### src/rtl/pc_fetch_pkg.sv
// Shared types and constants for the PC/fetch stage.
// Fetch FSM encodings, next-PC select codes and PC step.
package pc_fetch_pkg;

  typedef enum logic [1:0] {
    ST_FETCH = 2'b00,
    ST_HOLD  = 2'b01,
    ST_DROP  = 2'b10
  } state_t;

  localparam logic [1:0] SEL_SEQ    = 2'b00;
  localparam logic [1:0] SEL_BRANCH = 2'b01;
  localparam logic [1:0] SEL_JUMP   = 2'b10;

  localparam logic [31:0] PC_STEP = 32'd4;

endpackage

### src/rtl/pc_next_sel.sv
// Redirect decode: decides whether a redirect is taken
// and which destination it selects.
module pc_next_sel
  import pc_fetch_pkg::*;
(
  input  logic        i_valid,
  input  logic [2:0]  i_ctrl,
  input  logic [31:0] i_branch_target,
  input  logic [31:0] i_jump_target,
  output logic        o_taken,
  output logic [31:0] o_target
);

  logic [1:0] w_sel;
  logic       w_jump;
  logic       w_branch;

  assign w_sel    = i_ctrl[2:1];
  assign w_jump   = (w_sel == SEL_JUMP);
  assign w_branch = (w_sel == SEL_BRANCH) && i_ctrl[0];

  assign o_taken  = i_valid && (w_jump || w_branch);
  assign o_target = w_jump ? i_jump_target : i_branch_target;

endmodule

### src/rtl/pc_fetch.sv
// PC generation and instruction fetch with a one-entry
// output buffer toward decode.
module pc_fetch
  import pc_fetch_pkg::*;
#(
  parameter logic [31:0] RESET_PC = 32'h0000_0000
) (
  input  logic        clock,
  input  logic        reset,
  output logic        imem_req,
  output logic [31:0] imem_addr,
  input  logic        imem_ack,
  input  logic [31:0] imem_rdata,
  output logic [31:0] instr,
  output logic [31:0] instr_pc,
  output logic        instr_valid,
  input  logic        decode_ready,
  input  logic        redirect_valid,
  input  logic [2:0]  ctrl,
  input  logic [31:0] branch_target,
  input  logic [31:0] jump_target
);

  state_t      r_state, w_state_nx;
  logic [31:0] r_pc, w_pc_nx;
  logic [31:0] r_pend, w_pend_nx;
  logic [31:0] r_instr, w_instr_nx;
  logic [31:0] r_ipc, w_ipc_nx;
  logic        r_valid, w_valid_nx;

  logic        w_taken;
  logic [31:0] w_target;

  pc_next_sel u_sel (
    .i_valid         (redirect_valid),
    .i_ctrl          (ctrl),
    .i_branch_target (branch_target),
    .i_jump_target   (jump_target),
    .o_taken         (w_taken),
    .o_target        (w_target)
  );

  always_comb begin
    w_state_nx = r_state;
    w_pc_nx    = r_pc;
    w_pend_nx  = r_pend;
    w_instr_nx = r_instr;
    w_ipc_nx   = r_ipc;
    w_valid_nx = r_valid;
    unique case (r_state)
      ST_FETCH: begin
        if (imem_ack && !w_taken) begin
          w_instr_nx = imem_rdata;
          w_ipc_nx   = r_pc;
          w_valid_nx = 1'b1;
          w_state_nx = ST_HOLD;
        end else if (imem_ack) begin
          w_pc_nx = w_target;
        end else if (w_taken) begin
          w_pend_nx  = w_target;
          w_state_nx = ST_DROP;
        end
      end
      ST_HOLD: begin
        // Redirect wins over consumption of the held word.
        if (w_taken) begin
          w_valid_nx = 1'b0;
          w_pc_nx    = w_target;
          w_state_nx = ST_FETCH;
        end else if (decode_ready) begin
          w_valid_nx = 1'b0;
          w_pc_nx    = r_pc + PC_STEP;
          w_state_nx = ST_FETCH;
        end
      end
      ST_DROP: begin
        if (w_taken) begin
          w_pend_nx = w_target;
        end
        if (imem_ack) begin
          w_pc_nx    = w_taken ? w_target : r_pend;
          w_state_nx = ST_FETCH;
        end
      end
      default: begin
        w_valid_nx = 1'b0;
        w_state_nx = ST_FETCH;
      end
    endcase
  end

  always_ff @(posedge clock) begin
    if (reset) begin
      r_state <= ST_FETCH;
      r_pc    <= RESET_PC;
      r_pend  <= RESET_PC;
      r_instr <= '0;
      r_ipc   <= '0;
      r_valid <= 1'b0;
    end else begin
      r_state <= w_state_nx;
      r_pc    <= w_pc_nx;
      r_pend  <= w_pend_nx;
      r_instr <= w_instr_nx;
      r_ipc   <= w_ipc_nx;
      r_valid <= w_valid_nx;
    end
  end

  assign imem_req    = !reset && (r_state != ST_HOLD);
  assign imem_addr   = r_pc;
  assign instr       = r_instr;
  assign instr_pc    = r_ipc;
  assign instr_valid = r_valid;

endmodule

### config.mk
export PLATFORM = sky130hd
export DESIGN_NAME = pc_fetch
export DESIGN_NICKNAME = d
export VERILOG_FILES = /design/src/rtl/pc_fetch_pkg.sv /design/src/rtl/pc_next_sel.sv /design/src/rtl/pc_fetch.sv
export SDC_FILE = /design/constraint.sdc
export NUM_CORES = 1
export LEC_CHECK = 0
export ABC_AREA = 0
export CORE_MARGIN = 2
export CORE_UTILIZATION = 31
export CTS_BUF_LIST = sky130_fd_sc_hd__clkbuf_8 sky130_fd_sc_hd__clkbuf_16
export DETAILED_ROUTE_END_ITERATION = 12
export PLACE_DENSITY_LB_ADDON = 0.1
export SETUP_SLACK_MARGIN = 0.15
export SYNTH_ARGS = -nofsm -noshare
export SYNTH_HDL_FRONTEND = slang
export SYNTH_SLANG_ARGS = --single-unit
### constraint.sdc
create_clock -name clock -period 3.6 [get_ports clock]
set_clock_uncertainty 0.2 [all_clocks]
set_input_delay 0.36 -clock clock [delete_from_list [all_inputs] [get_ports clock]]
set_output_delay 0.36 -clock clock [all_outputs]
set_load 0.02 [all_outputs]
# == Word-level counts from Yosys, hierarchy flattened ==
# Index checks and enable logic that the tools add are counted.
# Widths: inputs -> output; s select.
# op_classes
n_eq_ne,13
muxes,22
bitwise,1
addsub,1
reduce_logical,15
# ops
cell,n
$mux 32,9
$pmux 32 s3,1
$pmux 32 s2,1
$add 32x3->32 const B,1
$mux 2,6
$ne 2x2->1 const B,5
$ne 3x3->1 const B,3
$pmux 2 s3,1
$reduce_and 3->1,2
$reduce_and 5->1,1
$eq 2x1->1 const B,2
$eq 2x2->1 const B,2
$logic_and 1x1->1,4
$reduce_and 4->1,1
$mux 1,3
$pmux 1 s3,1
$reduce_bool 3->1,1
$logic_not 1->1,2
$logic_not 2->1,1
$ne 2x1->1 const B,1
$reduce_and 2->1,1
$reduce_bool 2->1,1
$logic_or 1x1->1,1
$not 1->1,1
# word_totals
ff_bits,131
in_bits,104
output_inout_bits,98

# == Logic depth before layout (Yosys ltp) ==
# Gate-level depths: netlist of the first run.
# logic_depth
depth_word,8
mapped_depth,10

# == Modules after synthesis ==
# A second synthesis of the first run with hierarchy kept.
# unflattened
cells_unflattened,834
hier_area_um2,6637.6
# modules_own_cells
module,area_each_um2,instances,cells_per_inst,seq_area_each_um2
pc_fetch,6065.8,1,795,2622.5
pc_next_sel,571.8,1,39,0.0

# == Worst setup path before layout of the first run ==
# No wires, ideal clock.
# synth_path
path_type,reg-to-reg
start,register r_pc[12] (netlist: imem_addr[12])
end,register r_pc[31] (netlist: imem_addr[31])
stages_incl_launch_ff,7
required_ns,3.326
setup_slack_ns,1.466
arrival_ns,1.860
setup_time_ns,0.074
path_cell_list,dfxtp_1 -> nand4_4 -> nor4_4 -> nand4_1 -> xor2_1 -> a221o_1 -> a31oi_1
# synth_between
elab_chain_len,4
# synth_rtl
element,line,source
start: declaration,pc_fetch.sv:25,"logic [31:0] r_pc, w_pc_nx;"
start signal: assignment,pc_fetch.sv:102,r_pc <= w_pc_nx;
$add 32x3->32,pc_fetch.sv:72,w_pc_nx = r_pc + PC_STEP;
$mux 32,pc_fetch.sv:70,end else if (decode_ready) begin
$mux 32,pc_fetch.sv:66,if (w_taken) begin
$pmux 32 s3,pc_fetch.sv:50,unique case (r_state)
# No other way between the ends. The select of a mux whose other input is x is not followed.
# A chain may end at the register's enable or synchronous reset.

# == Worst setup path in the final report of the first run ==
# layout_path
start,register r_state[0]
end,register r_pc[23] (netlist: imem_addr[23])
# layout_between
elab_chain_len,3
word_cells_on_any_way,10
classes_between,eq/ne (6); mux (1); reduce/logical (3)
# layout_rtl
element,line,source
start: declaration,pc_fetch.sv:24,"state_t r_state, w_state_nx;"
start signal: assignment,pc_fetch.sv:101,r_state <= w_state_nx;
"$eq 2x1->1, or another cell as far along",pc_fetch.sv:50,
"$ne 3x3->1 (no source line), or another cell as far along",--,
$reduce_and 5->1 (no source line),--,
# Several ways; a longest one is shown, not always the timed one.

==> flow_summary.toml, run 1 <==
[clock_network]
clock_latency_ns = 0.42
cts_setup_buffers = 0
clkTransAtPathRegs_ns = 0.06
htreeDepth = 4
postCtsHoldBufs = 0
cts_root_buf = "clkbuf_16"
clkSinkCount = 131
numCtsBuffers = 17
cts_buffer_depth = 2
ctsResizeCount = 0
cts_tree = "built"

[final_layout]
final_layout_size_suffix_gt1_share_pct = 6.880
final_cells = 1341
final_nets = 1158
final_area_mm2 = 0.009702
n_fill_cell = 2195
area_delta_synth_final_pct = 43.43
antenna-diode-count = 0

[worst_setup_path]
regToRegStartpoint = "r_state[0]"
start_kind = "flop"
path_max_fanout = 23
critPathMaxStageDelay_ns = 0.70
cp_data_arrival_time_ns = 2.95
regToRegSetupSlack_ns = 0.79
crit_required_ns = 3.74
crit_start = "r_state[0]"
cp-end-kind = "flop"
critPathKind = "reg -> reg"
path_cells = "inv_1, ha_1, buf_4, nand2_1, o22ai_1, a2111oi_0, nand2_1, a31oi_1"
crit_top_cell = "nand2_1"
critPathSlowestCell = "a2111oi_0"

[floorplanning]
die_x_um = 151.7
design.die.area_mm2 = 0.02302
rows = 54
core_area_mm2 = 0.02162
num_io_pins = 202
initial_core_util_pct = 31.28
die_y_um = 151.7

[timing]
worstMarginPinSlew_ns = 0.7095
slew_headroom_pct = 51.48
fin_crit_ns = 2.807
fin_tns_setup_ns = 0
rsz0062_at_grt = "false"
maxSlewViolCount = 0
finalHoldViolCount = 0
fmax_mhz = 356.3
timing.final.crit_share_pct = 77.97
setup_viol = 0
holdWs_ns = 0.1799

[power_and_ir_drop]
pwr-share-comb_pct = 24.1
ir_drop_mv = 0.2171
p_sw_uw = 1496
leakage_uw = 0.003470
p_int_uw = 3162
switching_share_pct = 32.12
clock_power_share_pct = 39.4
p_per_area_mw_per_mm2 = 480.2
p_seq_share_pct = 36.5
finalPower_uw = 4659

[placed_design]
place_area_mm2 = 0.009084
routabilityCongestion = 0.8106
portBuffers = 201
place_inst = 1309
hpwlAfterDp_mm = 17.19

[logic_synthesis]
syn_area_mm2 = 0.006764
ys_ff_latch = 131
synth-seq-area-share_pct = 38.77
syn_inst = 878
synthFlopType = "dfxtp_1"
ys_types = 60
synth_edf_count = 0
syn_nets = 988
yosys_warnings = 0
avgSynthCellArea_um2 = 7.704
async_flop_share_pct = 0

[route]
via_per_inst = 5.207
drt-total-wl_mm = 24.46
via_count = 6983
detail_route.wl_per_cell_um = 18.24
ant_nets = 0
drtIter0Drc = 524
first_pass_iters = 5
drc_errors = 0

[min_path]
hold_start = "reset"
hp-class = "in -> reg"

[outcome]
run_status = "complete, no violations"

[global_route]
first_global_vias = 6326
antenna_found_initial = 0
grt_overflow = 0
grt_max_degree = 65
grt_pass1_wl_mm = 37.29
track_usage_pct = 21.06

[job]
cap_violations = 0
cells in the mapped netlist (12+ instances only):
cell / instances / area share (%)
nand3_1: 21 / 1.6
and3_1: 14 / 1.3
a21oi_1: 100 / 7.4
mux2i_1: 24 / 3.6
a211oi_1: 27 / 3.0
clkbuf_1: 50 / 2.8
nand2_1: 181 / 10
o22ai_1: 20 / 1.8
nor2_1: 62 / 3.4
nor3_1: 13 / 0.96
xnor2_1: 12 / 1.6
nand4_1: 13 / 1.2
a311oi_1: 16 / 2.1
o21ai_0: 32 / 2.4
dfxtp_1: 131 / 39
buf_2: 22 / 1.6
per-layer routing:
layer | share of wire (%) | vias up | track usage, %
met5 | 0 | - | 0
met3 | 6.6 | 23 | 4.671
li1 | - | 3519 | -
met1 | 50 | 3217 | 32.06
met2 | 42 | 224 | 29.53
met4 | 1.3 | 0 | 5.602
logic make-up (layout without fill, tap and decap cells):
kind of cell    count (synthesis)  count (layout)  synth area share [%]
simple gates                  340             340                 23.23
compound gates                272             272                 25.45
flops                         131             131                 38.77
buf+inv                        84             267                 5.124
mux                            25              25                 3.718
xor+xnor                       20              20                 2.590
fa+ha+maj                       6               6                 1.110
through the flow:
step | worst slack, ns | util, %
CTS | 0.8594 | 44.87
floorplan | 1.466 | -
detailed placement | 0.5739 | 42.01
global route | 0.6607 | 44.87
global placement | 0.6046 | 42.01
finish | 0.7932 | 44.87
state kept, by name, summed over array words and instances (netlist names):
register,flops
imem_addr,32
instr,32
instr_pc,32
instr_valid,1
r_pend,32
r_state,2
worst max-delay path, delay by kind of cell (launching register included):
kind                       cells  cell delay [ns]
adders and majority gates      1             0.44
DFF                            1             0.41
AOI/OAI and AO/OA              3             0.99
and+or+nand+nor                2             0.31
buffers and inverters          2             0.38
cell usage in the layout, fill, tap and decap left out, types with 3 or more instances in the layout:
cell type        instances
nand4_1                 13
buf_12                   5
nand2_1                181
a211oi_1                27
clkbuf_16               17
nand3_1                 20
nand2b_1                 3
a31oi_1                  9
o22ai_1                 20
a22o_1                   4
bufinv_16                3
a22oi_1                  8
dfxtp_1                131
nand3b_1                 8
mux2i_1                 24
o211ai_1                 3
xnor2_1                 12
xor2_1                   8
nor2b_1                  3
o21ai_1                  9
a32oi_1                  3
and3_1                  13
a221o_1                  3
clkdlybuf4s50_1        200
buf_4                   24
a21o_1                   6
inv_6                    7
o21ai_0                 32
o2111ai_1                8
nor2_1                  61
a2111oi_0                3
ha_1                     6
a311oi_1                16
a21oi_1                100
inv_1                    5
nor3_1                  13
clkinv_4                 3
and2_1                   4
o31ai_1                  7
area by class of cell:
type                       instances  area, µm²  share of cell area, %
multi-input combinational        663       3806                  39.23
sequential                       131       2623                  27.03
timing repair buffer             229       2282                  23.52
clock buffer                      17      425.4                  4.385
tap                              280      350.3                  3.611
clock inverter                    15      192.7                  1.986
inverter                           6      22.52                 0.2321
path summary, 6_finish.rpt:
kind	endpoint	depth (start not counted)
setup / recovery	imem_addr[23]	8
hold reg to reg	instr[4]	2
setup reg to reg	imem_addr[23]	8
hold / removal	r_pend[16]	2
power groups by stage:
stage,clock [µW],combinational [µW],sequential [µW]
after global placement,0,1120,1730
after detailed placement,0,1120,1730
final,1830,1120,1700
after CTS,1870,1120,1700
after floorplan,0,501,1800
after global routing,1940,1220,1720
Note: power is estimated with default switching activity, not from simulation.
==> run 2: changes to the inputs <==
==> constraint.sdc (replaced) <==
create_clock -name clock -period 2.6 [get_ports clock]
set_clock_uncertainty 0.2 [all_clocks]
set_input_delay 0.26 -clock clock [delete_from_list [all_inputs] [get_ports clock]]
set_output_delay 0.26 -clock clock [all_outputs]
set_load 0.02 [all_outputs]
==> flow_summary.toml, run 2 (synthesis gave the netlist of run 1 again) <==
[global_route]
grt_pass1_wl_mm = 38.03
track_usage_pct = 21.62
grt_overflow = 0
grt_max_degree = 112
antenna_found_initial = 0
first_global_vias = 6503

[worst_setup_path]
crit_buf_inv = 3
crit_required_ns = 2.71
cp-end-kind = "flop"
regToRegSetupSlack_ns = 0.27
start_kind = "flop"
critPathKind = "reg -> reg"
critPathSlowestCell = "dfxtp_1"
crit_top_cell = "buf_4"
path_cells = "inv_1, ha_1, buf_4, nand2_1, buf_4, o21ai_0, a211oi_1, o31ai_1"
path_max_fanout = 23
critPathTopFamily = "buffers and inverters"
rr_endpoint = "imem_addr[26]"
critPathMaxStageDelay_ns = 0.34
reg2regPathDepth = 8
regToRegStartpoint = "r_state[1]"
cp_data_arrival_time_ns = 2.44

[timing]
finalHoldViolCount = 0
holdWs_ns = 0.04475
worst_slack_ns = 0.2679
fin_crit_ns = 2.332
rsz0062_at_grt = "true"
slew_headroom_pct = 62.69
timing.final.crit_share_pct = 89.69
setup_viol = 0
fmax_mhz = 428.8
maxSlewViolCount = 0
worstMarginPinSlew_ns = 0.5597

[clock_network]
cts_root_buf = "clkbuf_16"
cts_setup_buffers = 0
clock_latency_ns = 0.42
clkTransAtPathRegs_ns = 0.06
htreeDepth = 4
ctsResizeCount = 2
cts_tree = "built"
cts_buffer_depth = 2
numCtsBuffers = 17
postCtsHoldBufs = 0
clkSinkCount = 131

[final_layout]
final_nets = 1204
layout_commonest_cell = "clkdlybuf4s50_1"
area_delta_synth_final_pct = 50.28
final_cell_mix = "199 x clkdlybuf4s50_1, 181 x nand2_1, 129 x dfxtp_1"
final_area_mm2 = 0.01016
ff_latch_area_mm2 = 0.002625
antenna-diode-count = 0
n_fill_cell = 2200
multiInputGateArea_mm2 = 0.003824
final_layout_size_suffix_gt1_share_pct = 11.47
final_cells = 1387

[floorplanning]
die_x_um = 151.7
core_area_mm2 = 0.02162
initial_core_util_pct = 31.28
die_y_um = 151.7
rows = 54
num_io_pins = 202
design.die.area_mm2 = 0.02302

[power_and_ir_drop]
clock_power_share_pct = 40.0
switching_share_pct = 30.86
p_per_area_mw_per_mm2 = 662.1
p_sw_uw = 2077
pwr-share-comb_pct = 25.7
p_int_uw = 4653
ir_drop_mv = 0.3497
p_seq_share_pct = 34.3
leakage_uw = 0.003746

[route]
detail_route.wl_per_cell_um = 18.04
via_per_inst = 5.244
first_pass_iters = 5
drtIter0Drc = 551
drt-total-wl_mm = 25.03
via_count = 7274
ant_nets = 0
drc_errors = 0

[placed_design]
routabilityCongestion = 0.8495
preCtsSetupSlack_ns = -0.08452
portBuffers = 201
place_area_mm2 = 0.009492
hpwlAfterDp_mm = 17.93
place_inst = 1355

[min_path]
hp-class = "in -> reg"
min_path_cells = 2
hold_start = "reset"
hold_end = "imem_addr[5]"

[outcome]
run_status = "complete, no violations"

[job]
cap_violations = 0
[run 2: final cells by class]
cell class	count	area share [%]
clock buffer	17	4.185
clock inverter	15	2.253
inverter	6	0.2216
multi-input combinational	663	37.62
sequential	131	25.82
tap	280	3.447
timing repair buffer	275	26.45
[run 2: power groups by stage]
stage / Combinational [µW] / Clock [µW] / Sequential [µW]
final: 1730 / 2690 / 2310
after floorplan: 694 / 0 / 2490
after global routing: 1870 / 2830 / 2330
after detailed placement: 1710 / 0 / 2350
after global placement: 1710 / 0 / 2350
after CTS: 1720 / 2730 / 2310
[run 2: worst max-delay path by stage]
stage / startpoint / depth (start not counted) / slack (ns) / endpoint
finish: r_state[1] / 8 / 0.27 / imem_addr[26]
global route: r_state[0] / 8 / 0.14 / imem_addr[13]
CTS: r_state[0] / 7 / 0.17 / imem_addr[23]
detailed placement: ctrl[2] / 9 / -0.08 / imem_addr[22]
global placement: ctrl[2] / 9 / -0.08 / imem_addr[22]
floorplan: imem_addr[12] / 6 / 0.47 / imem_addr[31]
[run 2: routing by layer]
| metal | part of all wire [%] | track usage, % |
|---|---|---|
| met5 | 0 | 0 |
| met4 | 1.8 | 6.343 |
| met3 | 7.2 | 4.371 |
| met2 | 41 | 29.46 |
| met1 | 50 | 33.66 |
[run 2: worst register-to-register path: cells and delay by family (launching register included)]
| kind | cells | cell delay [ns] |
|---|---|---|
| adders and majority gates | 1 | 0.16 |
| AOI/OAI and AO/OA | 3 | 0.53 |
| and+or+nand+nor | 1 | 0.33 |
| DFF | 1 | 0.34 |
| buffers and inverters | 3 | 0.65 |
[run 2: metrics by stage]
| step | power [µW] | TNS (ns) | utilization [%] |
|---|---|---|---|
| final | 6730 | 0 | 47.01 |
| after CTS | 6761 | 0 | 46.93 |
| after global routing | 7027 | 0 | 47.01 |
| after detailed placement | 4067 | -0.1161 | 43.90 |
| after global placement | 4065 | -0.07847 | 43.90 |
| after floorplan | 3185 | 0 | - |
